===== config.mk =====
export PLATFORM = sky130hd
export DESIGN_NAME = usb_fs_tx_ctrl
export DESIGN_NICKNAME = d
export VERILOG_FILES = /design/src/rtl/usb_fs_pkg.sv /design/src/rtl/usb_fs_bit_timer.sv /design/src/rtl/usb_fs_tx_ctrl.sv
export SDC_FILE = /design/constraint.sdc
export NUM_CORES = 1
export LEC_CHECK = 0
export ABC_AREA = 0
export CELL_PAD_IN_SITES_DETAIL_PLACEMENT = 2
export CELL_PAD_IN_SITES_GLOBAL_PLACEMENT = 2
export CORE_MARGIN = 1.5
export CORE_UTILIZATION = 38
export DETAILED_ROUTE_END_ITERATION = 10
export GPL_TIMING_DRIVEN = 0
export HOLD_SLACK_MARGIN = 0.02
export PLACE_DENSITY = 0.85
export SKIP_LAST_GASP = 1
export SYNTH_ARGS = -nofsm -noshare
export SYNTH_HDL_FRONTEND = slang
export SYNTH_HIERARCHICAL = 1
export SYNTH_SLANG_ARGS = --single-unit
export TNS_END_PERCENT = 100

===== constraint.sdc =====
create_clock -name clk -period 4.6 [get_ports clk]
set_input_delay 0.92 -clock clk [delete_from_list [all_inputs] [get_ports clk]]
set_output_delay 0.92 -clock clk [all_outputs]
set_load 0.01 [all_outputs]

===== src/rtl/usb_fs_pkg.sv =====
// Shared types and constants for the full-speed USB transmit sequencer.
package usb_fs_pkg;

  typedef enum logic [3:0] {
    IDLE, SYNC, DATA, STUFF, ABORT, EOP_SE0, EOP_J, RESUME, RESUME_J
  } state_e;

  // {dp,dn} line levels
  localparam logic [1:0] J   = 2'b10;
  localparam logic [1:0] K   = 2'b01;
  localparam logic [1:0] SE0 = 2'b00;

  localparam logic [7:0] SYNC_PATTERN = 8'h80;
  localparam int STUFF_LIMIT  = 6;
  localparam int ABORT_BITS   = 7;
  localparam int EOP_SE0_BITS = 2;

  // NRZI: a 0 toggles between J and K, a 1 holds the current level
  function automatic logic [1:0] nrzi(input logic [1:0] lvl, input logic b);
    return b ? lvl : ((lvl == J) ? K : J);
  endfunction

endpackage


===== src/rtl/usb_fs_bit_timer.sv =====
// Bit-time divider: counts 0..CLK_DIV-1 while running, pinned at 0 otherwise.
module usb_fs_bit_timer #(
  parameter int CLK_DIV = 4
) (
  input  logic clk,
  input  logic rst_n,
  input  logic run,
  output logic bit_tick
);

  localparam int W = $clog2(CLK_DIV);

  logic [W-1:0] cnt;

  assign bit_tick = run && (cnt == W'(CLK_DIV - 1));

  always_ff @(posedge clk or negedge rst_n) begin
    if (!rst_n)                cnt <= '0;
    else if (!run || bit_tick) cnt <= '0;
    else                       cnt <= cnt + W'(1);
  end

endmodule


===== src/rtl/usb_fs_tx_ctrl.sv =====
// Full-speed USB transmitter: SYNC, NRZI + bit stuffing, EOP, resume K,
// pad enable ownership and synchronised receive line state.
module usb_fs_tx_ctrl
  import usb_fs_pkg::*;
#(
  parameter int CLK_DIV     = 4,
  parameter int RESUME_BITS = 12000
) (
  input  logic       clk,
  input  logic       rst_n,
  input  logic       tx_valid,
  input  logic [7:0] tx_data,
  input  logic       tx_last,
  output logic       tx_ready,
  output logic       tx_underrun,
  input  logic       resume_req,
  output logic       resume_ack,
  output logic       busy,
  output logic [1:0] line_state,
  output logic       usb_dp_en_o,
  output logic       usb_dn_en_o,
  output logic       usb_dp_tx_o,
  output logic       usb_dn_tx_o,
  input  logic       usb_dp_rx_i,
  input  logic       usb_dn_rx_i
);

  localparam int CW = $clog2(RESUME_BITS + ABORT_BITS) + 1;

  state_e        state, state_d;
  logic          tick;
  logic [1:0]    pad, pad_d;
  logic          en, en_d, ack_d;
  logic [7:0]    data_q, data_d, cur_data;
  logic          last_q, last_d;
  logic [3:0]    idx, idx_d, cur_idx;
  logic [2:0]    ones, ones_d;
  logic [CW-1:0] cnt, cnt_d;
  logic          boundary, take, stuff_now, load_bit, next_bit;
  logic [1:0]    rx_meta;

  usb_fs_bit_timer #(.CLK_DIV(CLK_DIV)) u_timer (
    .clk      (clk),
    .rst_n    (rst_n),
    .run      (state != IDLE),
    .bit_tick (tick)
  );

  // idx is the next data bit to load; 8 means the byte is exhausted
  assign boundary    = (state == DATA) && (idx == 4'd8) && !last_q;
  assign take        = (state == IDLE) ? tx_valid : (tick && boundary && tx_valid);
  assign tx_ready    = take;
  assign tx_underrun = tick && boundary && !tx_valid;
  assign stuff_now   = (state == DATA) && (ones == 3'(STUFF_LIMIT));
  assign cur_data    = take ? tx_data : data_q;
  assign cur_idx     = take ? 4'd0 : idx;

  always_ff @(posedge clk or negedge rst_n) begin
    if (!rst_n) state <= IDLE;
    else        state <= state_d;
  end

  always_comb begin
    state_d = state;
    case (state)
      IDLE:        if (tx_valid) state_d = SYNC;
                   else if (resume_req) state_d = RESUME;
      SYNC:        if (tick && idx == 4'd7) state_d = DATA;
      DATA, STUFF: if (tick) begin
                     if (tx_underrun)         state_d = ABORT;
                     else if (stuff_now)      state_d = STUFF;
                     else if (cur_idx < 4'd8) state_d = DATA;
                     else                     state_d = EOP_SE0;
                   end
      ABORT:       if (tick && cnt == CW'(ABORT_BITS - 1)) state_d = EOP_SE0;
      EOP_SE0:     if (tick && cnt == CW'(EOP_SE0_BITS - 1)) state_d = EOP_J;
      EOP_J:       if (tick) state_d = IDLE;
      RESUME:      if (tick && cnt == CW'(RESUME_BITS - 1)) state_d = RESUME_J;
      RESUME_J:    if (tick) state_d = IDLE;
      default:     state_d = IDLE;
    endcase
  end

  always_comb begin
    pad_d    = pad;
    en_d     = en;
    ack_d    = 1'b0;
    data_d   = cur_data;
    last_d   = take ? tx_last : last_q;
    idx_d    = idx;
    ones_d   = ones;
    cnt_d    = cnt;
    load_bit = 1'b0;
    next_bit = 1'b0;
    case (state)
      IDLE: begin
        if (tx_valid) begin
          load_bit = 1'b1;
          next_bit = SYNC_PATTERN[0];
          en_d     = 1'b1;
          idx_d    = 4'd0;
        end else if (resume_req) begin
          pad_d = K;
          en_d  = 1'b1;
          cnt_d = '0;
        end
      end
      SYNC: if (tick) begin
        load_bit = 1'b1;
        if (idx == 4'd7) begin
          next_bit = data_q[0];
          idx_d    = 4'd1;
        end else begin
          next_bit = SYNC_PATTERN[3'(idx + 4'd1)];
          idx_d    = idx + 4'd1;
        end
      end
      DATA, STUFF: if (tick) begin
        if (tx_underrun) begin
          cnt_d = '0;
        end else if (stuff_now) begin
          load_bit = 1'b1;
          idx_d    = cur_idx;
        end else if (cur_idx < 4'd8) begin
          load_bit = 1'b1;
          next_bit = cur_data[cur_idx[2:0]];
          idx_d    = cur_idx + 4'd1;
        end else begin
          pad_d = SE0;
          cnt_d = '0;
        end
      end
      ABORT: if (tick) begin
        if (cnt == CW'(ABORT_BITS - 1)) begin
          pad_d = SE0;
          cnt_d = '0;
        end else cnt_d = cnt + CW'(1);
      end
      EOP_SE0: if (tick) begin
        if (cnt == CW'(EOP_SE0_BITS - 1)) pad_d = J;
        else cnt_d = cnt + CW'(1);
      end
      EOP_J: if (tick) en_d = 1'b0;
      RESUME: if (tick) begin
        if (cnt == CW'(RESUME_BITS - 1)) pad_d = J;
        else cnt_d = cnt + CW'(1);
      end
      RESUME_J: if (tick) begin
        en_d  = 1'b0;
        ack_d = 1'b1;
      end
      default: ;
    endcase
    if (load_bit) begin
      pad_d  = nrzi(pad, next_bit);
      ones_d = next_bit ? ones + 3'd1 : 3'd0;
    end
  end

  always_ff @(posedge clk or negedge rst_n) begin
    if (!rst_n) begin
      pad        <= J;
      en         <= 1'b0;
      resume_ack <= 1'b0;
      data_q     <= '0;
      last_q     <= 1'b0;
      idx        <= '0;
      ones       <= '0;
      cnt        <= '0;
      rx_meta    <= '0;
      line_state <= '0;
    end else begin
      pad        <= pad_d;
      en         <= en_d;
      resume_ack <= ack_d;
      data_q     <= data_d;
      last_q     <= last_d;
      idx        <= idx_d;
      ones       <= ones_d;
      cnt        <= cnt_d;
      rx_meta    <= {usb_dp_rx_i, usb_dn_rx_i};
      line_state <= rx_meta;
    end
  end

  assign busy        = (state != IDLE);
  assign usb_dp_en_o = en;
  assign usb_dn_en_o = en;
  assign usb_dp_tx_o = pad[1];
  assign usb_dn_tx_o = pad[0];

endmodule

==> impl_metrics.json <==
{
  "status": "complete, no violations",
  "crit_path_cell_trace": "nor4_4 -> inv_1 -> and2_2 -> or3b_4 -> or4_4 -> a21boi_4 -> inv_1 -> clkdlybuf4s50_1",
  "diodes": 0,
  "cp_slowest_cell": "clkdlybuf4s50_1",
  "slew_headroom": 0.327,
  "ff2ff_path_depth": 10,
  "fillers": 808,
  "syn_avg_cell_area_um2": 8.76,
  "async_reset_ff_frac": 1.00,
  "drt_iter0_drc": 60,
  "grt_max_degree": 30,
  "synth_flop_cell": "dfrtp_1",
  "yosysTopAreaCell": "dfrtp_1",
  "drt-met1-wl_um": 3760,
  "final_common_cell": "nand2_1",
  "grt_pass1_vias": 2750,
  "die_area_um2": 7860,
  "cts_max_path_buffers": 2,
  "synth-seq-cells": 45,
  "final_cell_mix": "nand2_1 (45), dfrtp_1 (44), o21ai_0 (29)",
  "start_util": 0.388,
  "synth_cell_type_count": 60,
  "vias_per_cell": 5.72,
  "crit_start": "state[3]",
  "pwr_density_cell_nw_per_um2": 597,
  "ir_worst_vdd_uv": 180,
  "die_w_um": 88.6,
  "htree_num_levels": 2,
  "max_stage_delay_ps": 630,
  "netlist_area_um2": 2790,
  "wl_met3_um": 189,
  "antenna_found_initial": 0,
  "max_cap_violations": 0,
  "drv_slew": 0,
  "hold_violations": 0,
  "worstMarginPinSlew_ps": 1010,
  "firstDrtPassIters": 4,
  "core_area_um2": 7180,
  "fin_crit_ps": 4370,
  "hold_depth": 0,
  "worstPathArrival_ps": 3450,
  "worstSkewPairLatency_ps": 310,
  "p_leak_nw": 1.39,
  "end_kind": "output pin",
  "path_max_fanout": 14,
  "synth_nets": 343,
  "post_cts_buffers": 0,
  "via_count": 2561,
  "syn2layout_area_growth_pct": 17.6,
  "path_class": "flip-flop to output pin",
  "place_hpwl_um": 6360,
  "syn_inst": 318,
  "cts_buffers": 5,
  "fmax_ghz": 0.229,
  "cpMostUsedCell": "inv_1",
  "final_util": 0.456,
  "clock_skew_ps": 13.3,
  "io_buffers": 23,
  "track_usage": 0.232,
  "grt_pass1_wl_um": 14000,
  "startpoint_type": "flip-flop",
  "drc": 0,
  "seq_area_frac_synth": 0.405,
  "synth_edf_count": 0,
  "synth_warnings": 6,
  "die_height_um": 88.6,
  "cts.reportedPaths.clkPinSlew_ps": 100,
  "fin_tns_setup_ps": 0,
  "ios": 25,
  "final_antenna_net_count": 0,
  "rows": 31,
  "min_path_type": "flip-flop to flip-flop",
  "synth_top_area_frac": 0.395,
  "cts_root_buffer": "clkbuf_8",
  "synthTopCellsByArea": "dfrtp_1 (40%), nand2_1 (6.1%), o21ai_0 (5.2%)",
  "cts_tree": "done",
  "wl_met2_um": 4300,
  "critical_path_required_ps": 3680,
  "grt_overflow_total": 0,
  "hold_buffers": 0,
  "drt-total-wl_um": 8400,
  "clock-sinks": 45,
  "nNetsFinal": 373,
  "top_layer": "met4",
  "gp_congestion": 0.853,
  "setup_viol_count_final": 0,
  "fin_crit_sh": 0.950,
  "drive_gt1_frac": 0.0860,
  "rsz0062_at_grt": "false",
  "r2r_start": "state[1]",
  "wl_per_cell_um": 18.7,
  "worstHoldStart": "rx_meta[1]"
}
layout make-up:
| cell class | count | area [um2] | share of cell area |
|---|---|---|---|
| Tap cell | 99 | 124 | 0.0378 |
| Sequential cell | 45 | 1130 | 0.344 |
| Timing Repair Buffer | 24 | 245 | 0.0749 |
| Multi-Input combinational cell | 248 | 1570 | 0.479 |
| Clock inverter | 3 | 46.3 | 0.0141 |
| Inverter | 11 | 41.3 | 0.0126 |
| Buffer | 13 | 55.1 | 0.0168 |
| Clock buffer | 5 | 68.8 | 0.0210 |
sequential cells by signal, summed over array words and instances, names as in the netlist, 3 cells and up:
| register | count |
|---|---|
| cnt | 15 |
| data_q | 8 |
| idx | 4 |
| ones | 3 |
| state | 4 |
power by group:
part | switching (mW) | internal (mW)
Combinational | 0.593 | 0.423
Clock | 0.156 | 0.163
Sequential | 0.115 | 0.507
Total | 0.864 | 1.09
repair_timing:
action	in CTS	in global routing
resized for setup	1	0
setup endpoints to repair	1	0
hold endpoints to repair	0	0
logic make-up after synthesis:
group	count (synthesis)	share of synthesized area
XOR/XNOR	2	0.00629
flip-flops	45	0.405
adder cells (fa/ha/maj)	10	0.0449
AND/OR/NAND/NOR	144	0.271
buffers and inverters	25	0.0359
AO/OA/AOI/OAI	84	0.196
multiplexers	8	0.0409
cells in the mapped netlist (4+ instances only):
cell type	number
and3_1	8
ha_1	10
inv_1	11
a21oi_1	17
or3_1	4
clkbuf_1	10
nand2b_1	10
a31oi_1	4
nor2_1	23
nand2_1	45
nor2b_1	8
o21ai_0	29
nor3_1	6
nand3_1	12
nor4_1	4
o31ai_1	8
nand3b_1	4
dfrtp_1	44
per-layer routing:
layer | vias to the layer above | track usage
met4 | 0 | 0.0682
met5 | - | 0
met1 | 1300 | 0.296
met3 | 12 | 0.0280
li1 | 1205 | -
met2 | 44 | 0.412
critical path: cells and delay by family (launching register included):
| kind | cells | cell delay (ps) |
|---|---|---|
| buffers and inverters | 3 | 1190 |
| DFF | 1 | 500 |
| and+or+nand+nor | 4 | 1260 |
| AOI/OAI and AO/OA | 1 | 190 |
per-stage QoR:
stage	area, um2	power [mW]	worst slack [ps]	std cells	hold slack, ps
2_1_floorplan	2790	1.29	1240	318	331
3_3_place_gp	3140	1.57	207	440	331
3_5_place_dp	3160	1.64	126	441	346
4_1_cts	3280	1.97	221	448	380
5_1_grt	3280	2.11	33.6	448	383
6_report	3280	1.96	231	448	374
final timing paths:
| path | slack, ps | to |
|---|---|---|
| min in group asynchronous | 540 | idx[2] |
| worst min register to register | 370 | line_state[1] |
| worst min-delay path | 370 | line_state[1] |
| worst max register to register | 920 | cnt[9] |
| max in group asynchronous | 3540 | cnt[14] |
| worst max-delay path | 230 | tx_ready |
No activity file was read; power rests on OpenSTA's default activity.
